[src/rtl/uart_tx_fifo.sv]
// uart_tx_fifo: 8N1 UART transmitter fed by a byte FIFO.
// Bytes pushed with a valid/ready handshake are serialised LSB-first.
// A new frame starts directly from the stop bit when more data is queued,
// so back-to-back bytes leave with no idle gap.
module uart_tx_fifo #(
    parameter int CLK_FREQ   = 50_000_000,
    parameter int BAUD_RATE  = 115200,
    parameter int BAUD_DIV   = CLK_FREQ / BAUD_RATE,
    parameter int FIFO_DEPTH = 16,
    parameter int CNT_W      = $clog2(FIFO_DEPTH) + 1
) (
    input  logic             sys_clk,
    input  logic             sys_rst_n,
    input  logic [7:0]       tx_data,
    input  logic             tx_valid,
    output logic             tx_ready,
    output logic             uart_txd,
    output logic             tx_busy,
    output logic             tx_done,
    output logic [CNT_W-1:0] fifo_count
);

    localparam int AW = $clog2(FIFO_DEPTH);
    localparam int BW = (BAUD_DIV > 1) ? $clog2(BAUD_DIV) : 1;

    localparam logic [1:0] ST_IDLE  = 2'd0;
    localparam logic [1:0] ST_START = 2'd1;
    localparam logic [1:0] ST_DATA  = 2'd2;
    localparam logic [1:0] ST_STOP  = 2'd3;

    logic [7:0]    mem [FIFO_DEPTH];
    logic [AW-1:0] wr_ptr;
    logic [AW-1:0] rd_ptr;
    logic [1:0]    state;
    logic [BW-1:0] baud_cnt;
    logic [2:0]    bit_idx;
    logic [7:0]    shift;
    logic          push;
    logic          pop;
    logic          bit_end;
    logic          fifo_nempty;

    // Full is decoded from the registered count, so a pop in the same cycle
    // never frees a slot for a simultaneous push.
    assign tx_ready    = (fifo_count != CNT_W'(FIFO_DEPTH));
    assign fifo_nempty = (fifo_count != '0);
    assign push        = tx_valid && tx_ready;
    assign bit_end     = (baud_cnt == BW'(BAUD_DIV - 1));

    // Pop from IDLE, or from the final stop-bit cycle to chain frames gap-free.
    always_comb begin
        pop = 1'b0;
        if (fifo_nempty) begin
            if (state == ST_IDLE)
                pop = 1'b1;
            else if (state == ST_STOP && bit_end)
                pop = 1'b1;
        end
    end

    // FIFO storage; contents need no reset since the pointers gate validity.
    always_ff @(posedge sys_clk) begin
        if (push)
            mem[wr_ptr] <= tx_data;
    end

    // FIFO pointers and occupancy; pointers wrap naturally at FIFO_DEPTH.
    always_ff @(posedge sys_clk or negedge sys_rst_n) begin
        if (!sys_rst_n) begin
            wr_ptr     <= '0;
            rd_ptr     <= '0;
            fifo_count <= '0;
        end else begin
            if (push)
                wr_ptr <= wr_ptr + 1'b1;
            if (pop)
                rd_ptr <= rd_ptr + 1'b1;
            fifo_count <= fifo_count + CNT_W'(push) - CNT_W'(pop);
        end
    end

    // Frame sequencer: baud counter restarts every bit and is held in IDLE.
    always_ff @(posedge sys_clk or negedge sys_rst_n) begin
        if (!sys_rst_n) begin
            state    <= ST_IDLE;
            baud_cnt <= '0;
            bit_idx  <= '0;
            shift    <= '0;
        end else begin
            case (state)
                ST_IDLE: begin
                    baud_cnt <= '0;
                    bit_idx  <= '0;
                    if (pop) begin
                        shift <= mem[rd_ptr];
                        state <= ST_START;
                    end
                end
                ST_START: begin
                    if (bit_end) begin
                        baud_cnt <= '0;
                        bit_idx  <= '0;
                        state    <= ST_DATA;
                    end else begin
                        baud_cnt <= baud_cnt + 1'b1;
                    end
                end
                ST_DATA: begin
                    if (bit_end) begin
                        baud_cnt <= '0;
                        shift    <= {1'b0, shift[7:1]};
                        if (bit_idx == 3'd7)
                            state <= ST_STOP;
                        else
                            bit_idx <= bit_idx + 1'b1;
                    end else begin
                        baud_cnt <= baud_cnt + 1'b1;
                    end
                end
                ST_STOP: begin
                    if (bit_end) begin
                        baud_cnt <= '0;
                        if (pop) begin
                            shift <= mem[rd_ptr];
                            state <= ST_START;
                        end else begin
                            state <= ST_IDLE;
                        end
                    end else begin
                        baud_cnt <= baud_cnt + 1'b1;
                    end
                end
                default: state <= ST_IDLE;
            endcase
        end
    end

    // Registered line outputs; they trail the sequencer by one cycle, which
    // shifts the whole frame uniformly and keeps bit widths exact.
    always_ff @(posedge sys_clk or negedge sys_rst_n) begin
        if (!sys_rst_n) begin
            uart_txd <= 1'b1;
            tx_busy  <= 1'b0;
            tx_done  <= 1'b0;
        end else begin
            case (state)
                ST_START: uart_txd <= 1'b0;
                ST_DATA:  uart_txd <= shift[0];
                default:  uart_txd <= 1'b1;
            endcase
            tx_busy <= (state != ST_IDLE);
            tx_done <= (state == ST_STOP) && bit_end;
        end
    end

endmodule

[config.mk]
export PLATFORM = sky130hd
export DESIGN_NAME = uart_tx_fifo
export DESIGN_NICKNAME = d
export VERILOG_FILES = /design/src/rtl/uart_tx_fifo.sv
export SDC_FILE = /design/constraint.sdc
export NUM_CORES = 1
export LEC_CHECK = 0
export CORE_ASPECT_RATIO = 0.8
export CORE_UTILIZATION = 39
export CTS_BUF_LIST = sky130_fd_sc_hd__clkbuf_4 sky130_fd_sc_hd__clkbuf_8 sky130_fd_sc_hd__clkbuf_16
export CTS_CLUSTER_DIAMETER = 120
export CTS_CLUSTER_SIZE = 20
export DETAILED_ROUTE_END_ITERATION = 6
export HOLD_SLACK_MARGIN = 0.03
export PLACE_DENSITY_LB_ADDON = 0.3
export SLEW_MARGIN = 30
export SYNTH_ARGS = -nofsm -noshare
export SYNTH_HDL_FRONTEND = slang
export SYNTH_SLANG_ARGS = --single-unit
[constraint.sdc]
create_clock -name sys_clk -period 3.7 [get_ports sys_clk]
set_input_delay 1.11 -clock sys_clk [delete_from_list [all_inputs] [get_ports sys_clk]]
set_output_delay 1.11 -clock sys_clk [all_outputs]
set_load 0.02 [all_outputs]
==> flow_metrics.py, run 1 <==
metrics = {
    "run_status": {
        "status": "complete, no violations",
    },
    "job": {
        "cap_violations": 0,
    },
    "clock_network": {
        "cts.htree.levels": 4,
        "cts_tree": "done",
        "post-cts-setup-buffer-count": 0,
        "clk_pin_slew_ns": 0.07,
        "ctsResizeCount": 0,
        "clockBufferDepth": 2,
        "cts.sinks": 166,
        "numCtsBuffers": 17,
        "cts_hold_buf": 0,
        "insertion_delay_ns": 0.43,
        "root_buffer": "clkbuf_16",
    },
    "cells_and_area": {
        "nets": 469,
        "area_growth_pct": 14.7,
        "drive_gt1_frac": 0.195,
        "fin_cells": 676,
        "fillers": 1517,
        "diodes": 0,
    },
    "synthesis": {
        "synthFlopType": "edfxtp_1",
        "synthAdderAreaFrac": 0.0370,
        "yosysTopAreaCellShare": 0.551,
        "synth_top_family_by_area": "multiplexers",
        "synth_mux_area_frac": 0.109,
        "synthXorXnorAreaFrac": 0.0226,
        "synth_area_per_cell_sq_um": 17.1,
        "yosysUniqueCellTypes": 47,
        "syn_inst": 407,
        "synthArstFlopShare": 0.229,
        "synth.area.top_cells": "edfxtp_1, dfrtp_1, mux4_2, ha_1, a22oi_1",
        "yosys.area_share.simple": 0.0556,
        "ys_warn_count": 0,
        "synth_compound_area_frac": 0.0644,
        "syn_nets": 438,
        "seq_area_frac_synth": 0.688,
        "synth-edff-count": 128,
        "ys_ff_latch": 166,
        "syn_area_sq_um": 6970,
        "yosysTopAreaCell": "edfxtp_1",
    },
    "routing": {
        "wl_per_cell_um": 20.9,
        "dr.first_iter.drc_count": 383,
        "via_count": 3618,
        "wl_um": 14100,
        "drc": 0,
        "postRouteAntennaNets": 0,
        "viasPerCell": 5.35,
        "first_pass_iters": 4,
    },
    "setup_path": {
        "cp_num_buf_inv": 2,
        "rr_startpoint": "baud_cnt[0]$_DFF_PN0_",
        "crit_slowest_cell": "clkdlybuf4s50_1",
        "worstSetupStartpointType": "register",
        "crit_path_end_kind": "primary output",
        "cpPeakStageDelay_ns": 0.62,
        "worstPathArrival_ns": 1.90,
        "ff2ff_setup_slack_ns": 0.83,
        "path_cells": "inv_1, ha_1, nand4bb_1, clkdlybuf4s50_1",
        "crit_family": "buffers and inverters",
        "critPathRequiredTime_ns": 2.59,
        "path_class": "register to primary output",
        "cp-startpoint": "fifo_count[3]$_DFF_PN0_",
        "crit_path_max_fanout": 3,
    },
    "timing": {
        "rsz0062_at_grt": "no",
        "fmax_mhz": 332,
        "setup_tns_ns": 0,
        "slew_headroom": 0.526,
        "finClkSkew_ns": 0.00845,
        "period_needed_ns": 3.01,
        "hold_viol_final": 0,
        "fin_crit_sh": 0.813,
        "finalSetupViolCount": 0,
        "hold_slack_ns": 0.514,
        "slew_viol_final": 0,
        "tightestPinTransition_ns": 0.708,
    },
    "placement": {
        "post-place-cells": 644,
        "dpl.hpwl_um": 9210,
        "port_buffers": 19,
        "gp_congestion": 0.792,
    },
    "min_path": {
        "min-delay-path-class": "register to register",
        "hold_start": "shift[3]$_DFFE_PN0P_",
    },
    "pwr": {
        "p_leak_uw": 0.00279,
        "total_power_uw": 4590,
        "powerDensity_nw_per_um2": 574,
        "ir_drop_mv": 0.341,
    },
    "global_routing": {
        "use_met3": 0.0487,
        "grt_pass1_vias": 3770,
        "grt_pass1_wl_um": 22200,
        "gr-total-overflow": 0,
        "met1_usage": 0.254,
        "busiest_layer": "met1",
        "grt.total_usage": 0.171,
        "grt_max_degree": 39,
        "grt.met2_usage": 0.248,
        "antenna_found_initial": 0,
    },
    "die": {
        "ioPinCount": 20,
        "start_util": 0.400,
        "dieArea_sq_um": 18400,
        "num_rows": 43,
        "die_x_um": 151,
        "core_sq_um": 17400,
        "fp.dieH_um": 122,
    },
}
-- metal layers --
metal	routed length, um	part of all wire	vias up
met3	607	0.043	7
li1	-	-	1644
met4	86	0.0061	0
met2	6730	0.48	72
met5	0	0	-
met1	6680	0.47	1895
-- cell type report --
type | instances | area, sq um | area share
well taps | 225 | 282 | 0.0352
flip-flops and latches | 166 | 4800 | 0.600
clock inverters | 15 | 120 | 0.0150
clock buffers | 17 | 425 | 0.0532
multi-input cells | 201 | 2010 | 0.252
inverters | 20 | 75.1 | 0.00939
repair buffers | 32 | 285 | 0.0357
-- registers in the layout (all words and copies together), names as in the netlist --
register / flops
rd_ptr: 4
state: 2
bit_idx: 3
baud_cnt: 9
tx_busy: 1
mem: 128
shift: 8
tx_done: 1
fifo_count: 5
uart_txd: 1
wr_ptr: 4
-- cell usage after synthesis, types with 2 or more instances --
cell and count:
edfxtp_1 128, dfrtp_1 37, mux4_2 32, nor2_1 23
inv_1 20, ha_1 19, a22oi_1 16, clkbuf_1 12
xnor2_1 12, a21oi_1 10, and2_1 10, nand2_1 9
a221o_1 7, o22a_1 7, xor2_1 6, nand3_1 5
nor3b_1 4, nor4_1 4, o21ai_0 4, buf_2 3
nor3_1 3, o31ai_1 3, a21o_1 2, a31oi_1 2
buf_4 2, clkbuf_2 2, mux2_2 2, nand2b_1 2
nand4_1 2, nor2b_1 2
-- placed cells by master, fill, tap and decap left out, types with 14 or more instances in the layout --
master and instances:
nor2_1 23, mux4_2 32, clkdlybuf4s50_1 18, dfrtp_1 36, inv_1 20, buf_4 14, clkbuf_16 17, a22oi_1 16
ha_1 18, edfxtp_1 128
-- path summary, 6_finish.rpt --
kind,to,cells past startpoint
setup / recovery,tx_ready,4
hold / removal,shift[3]$_DFFE_PN0P_,1
setup reg to reg,fifo_count[4]$_DFF_PN0_,12
hold reg to reg,shift[3]$_DFFE_PN0P_,1
max in group asynchronous,rd_ptr[0]$_DFFE_PN0P_,1
min in group asynchronous,baud_cnt[5]$_DFF_PN0_,1
-- where the power goes --
part	internal (uW)	switching [uW]	leakage, uW	total [uW]
Sequential	2210	109	0.00162	2320
Combinational	279	371	0.000905	650
Clock	872	751	0.000267	1620
-- metrics by stage --
stage          area (sq um)  setup WS [ns]   util
3_3_place_gp           7450          0.635  0.427
4_1_cts                7990          0.678  0.459
5_1_grt                8000          0.571  0.459
6_report               8000          0.692  0.459
3_5_place_dp           7450          0.583  0.427
2_1_floorplan          6970           1.06      -
-- cells by family after synthesis --
kind of cell	count (synthesis)
muxes	35
adders and majority gates	20
DFF	166
xor gates and xnor gates	18
AOI/OAI and AO/OA	57
buffers and inverters	40
and+or+nand+nor	71
Power figures use the tool's default switching activity.
==> run 2: changes to the inputs <==
==> constraint.sdc (replaced) <==
create_clock -name sys_clk -period 2.8 [get_ports sys_clk]
set_input_delay 0.84 -clock sys_clk [delete_from_list [all_inputs] [get_ports sys_clk]]
set_output_delay 0.84 -clock sys_clk [all_outputs]
set_load 0.02 [all_outputs]
==> run 2 against run 1 <==
Effect of this change:
- non-clock buffer count up 9
- sequential power rose by 32%
- clock power is 52% higher
- total power up 39%
- cell count increased by 1.3%
- critical path type unchanged
- design area increased by 2.0%
- die area unchanged
- global-route usage fell by 0.21 points
- via count grew 0.50%
- routed wire length is 0.86% lower
- worst hold slack worse by 0.13 ns
- highest routed layer unchanged
==> flow_metrics.py, run 2 (same netlist as run 1, synthesis figures left out) <==
metrics = {
    "clock_network": {
        "ctsResizeCount": 0,
        "clockBufferDepth": 2,
        "clk_pin_slew_ns": 0.07,
        "cts.sinks": 166,
        "cts_tree": "done",
        "cts_hold_buf": 0,
        "numCtsBuffers": 17,
        "insertion_delay_ns": 0.42,
        "cts.htree.levels": 4,
        "post-cts-setup-buffer-count": 0,
        "root_buffer": "clkbuf_16",
    },
    "timing": {
        "setup_tns_ns": 0,
        "tightestPinTransition_ns": 0.732,
        "rsz0062_at_grt": "no",
        "period_needed_ns": 2.71,
        "slew_headroom": 0.510,
        "setup_slack_ns": 0.0940,
        "finalSetupViolCount": 0,
        "hold_viol_final": 0,
        "finClkSkew_ns": 0.0101,
        "slew_viol_final": 0,
        "fmax_mhz": 370,
        "fin_crit_sh": 0.966,
    },
    "setup_path": {
        "crit_path_end_kind": "primary output",
        "worstSetupStartpointType": "register",
        "reg2regPathDepth": 12,
        "r2r-end": "fifo_count[4]$_DFF_PN0_",
        "worstPathArrival_ns": 1.87,
        "cpPeakStageDelay_ns": 0.63,
        "path_class": "register to primary output",
        "rr_startpoint": "baud_cnt[0]$_DFF_PN0_",
        "crit_path_max_fanout": 3,
        "path_cells": "inv_1, ha_1, nand4bb_1, clkdlybuf4s50_1",
        "crit_slowest_cell": "clkdlybuf4s50_1",
        "ff2ff_setup_slack_ns": 0.27,
        "cp-startpoint": "fifo_count[3]$_DFF_PN0_",
        "critPathRequiredTime_ns": 1.96,
    },
    "pwr": {
        "p_leak_uw": 0.00289,
        "ir_drop_mv": 0.604,
        "comb_power_share": 0.132,
        "sw_frac_of_total": 0.236,
        "p_seq_frac": 0.480,
        "power_switching_uw": 1510,
        "cell_internal_pwr_uw": 4870,
        "powerDensity_nw_per_um2": 781,
        "clkPwrFrac": 0.387,
    },
    "cells_and_area": {
        "fin_cells": 685,
        "diodes": 0,
        "nets": 478,
        "area_growth_pct": 17.1,
        "largest_reg_flops": 128,
        "layout_commonest_cell": "edfxtp_1",
        "largest_register": "mem",
        "drive_gt1_frac": 0.204,
        "layout_common_cells": "edfxtp_1, dfrtp_1, mux4_2, nor2_1, buf_4",
        "top_regs": "mem x128, baud_cnt x9, shift x8",
    },
    "global_routing": {
        "grt_pass1_wl_um": 22000,
        "gr-total-overflow": 0,
        "grt.total_usage": 0.169,
        "grt_max_degree": 39,
        "antenna_found_initial": 0,
        "grt_pass1_vias": 3646,
    },
    "die": {
        "dieArea_sq_um": 18400,
        "fp.dieH_um": 122,
        "start_util": 0.400,
        "die_x_um": 151,
        "num_rows": 43,
        "core_sq_um": 17400,
        "ioPinCount": 20,
    },
    "placement": {
        "dpl.hpwl_um": 9230,
        "gp_congestion": 0.787,
        "port_buffers": 19,
        "post-place-ws_ns": 0.107,
        "post-place-cells": 653,
    },
    "routing": {
        "wl_um": 14000,
        "via_count": 3636,
        "first_pass_iters": 4,
        "viasPerCell": 5.31,
        "dr.first_iter.drc_count": 423,
        "postRouteAntennaNets": 0,
        "drc": 0,
        "wl_per_cell_um": 20.4,
    },
    "run_status": {
        "status": "complete, no violations",
    },
    "job": {
        "cap_violations": 0,
    },
    "min_path": {
        "min-delay-path-class": "input port to async pin",
    },
}
==> run 2: through the flow <==
step / hold WS [ns] / instance area (sq um) / total power [uW] / utilization
detailed placement: 0.500 / 7530 / 3960 / 0.432
CTS: 0.519 / 8160 / 6430 / 0.468
floorplan: 0.455 / 6970 / 3610 / -
finish: 0.386 / 8160 / 6380 / 0.468
global placement: 0.495 / 7530 / 3940 / 0.432
global route: 0.410 / 8160 / 6650 / 0.468
==> run 2: metal layers <==
layer | track usage | routed length (um) | part of all wire | up-vias
li1 | - | - | - | 1672
met1 | 0.259 | 6740 | 0.48 | 1875
met2 | 0.235 | 6280 | 0.45 | 78
met3 | 0.0453 | 813 | 0.058 | 11
met4 | 0.0475 | 134 | 0.0096 | 0
met5 | 0 | 0 | 0 | -
==> run 2: worst max-delay path: cells and delay by family, from the launching register on <==
family / cells / cell delay (ns)
adders and majority gates: 1 / 0.21
buffers and inverters: 2 / 0.70
DFF: 1 / 0.38
and+or+nand+nor: 1 / 0.15
==> run 2: final cells by class <==
class | instances | area (sq um)
repair buffers | 41 | 365
multi-input cells | 201 | 2010
flip-flops and latches | 166 | 4800
clock inverters | 10 | 150
inverters | 20 | 75.1
clock buffers | 22 | 482
well taps | 225 | 282
fillers | 1489 | 9270
==> run 2: power by group through the flow <==
stage | combinational, uW | sequential (uW) | clock, uW
finish | 844 | 3060 | 2470
global placement | 843 | 3100 | 0
floorplan | 514 | 3090 | 0
detailed placement | 853 | 3110 | 0
CTS | 859 | 3060 | 2510
global route | 942 | 3090 | 2620
==> run 2: worst max path at each step <==
stage | to | slack (ns) | depth (start not counted)
after floorplan | fifo_count[4]$_DFF_PN0_ | 0.16 | 13
after global placement | fifo_count[4]$_DFF_PN0_ | 0.14 | 10
after detailed placement | fifo_count[4]$_DFF_PN0_ | 0.11 | 10
after CTS | tx_ready | 0.07 | 4
after global routing | tx_ready | 0.02 | 4
final | tx_ready | 0.09 | 4
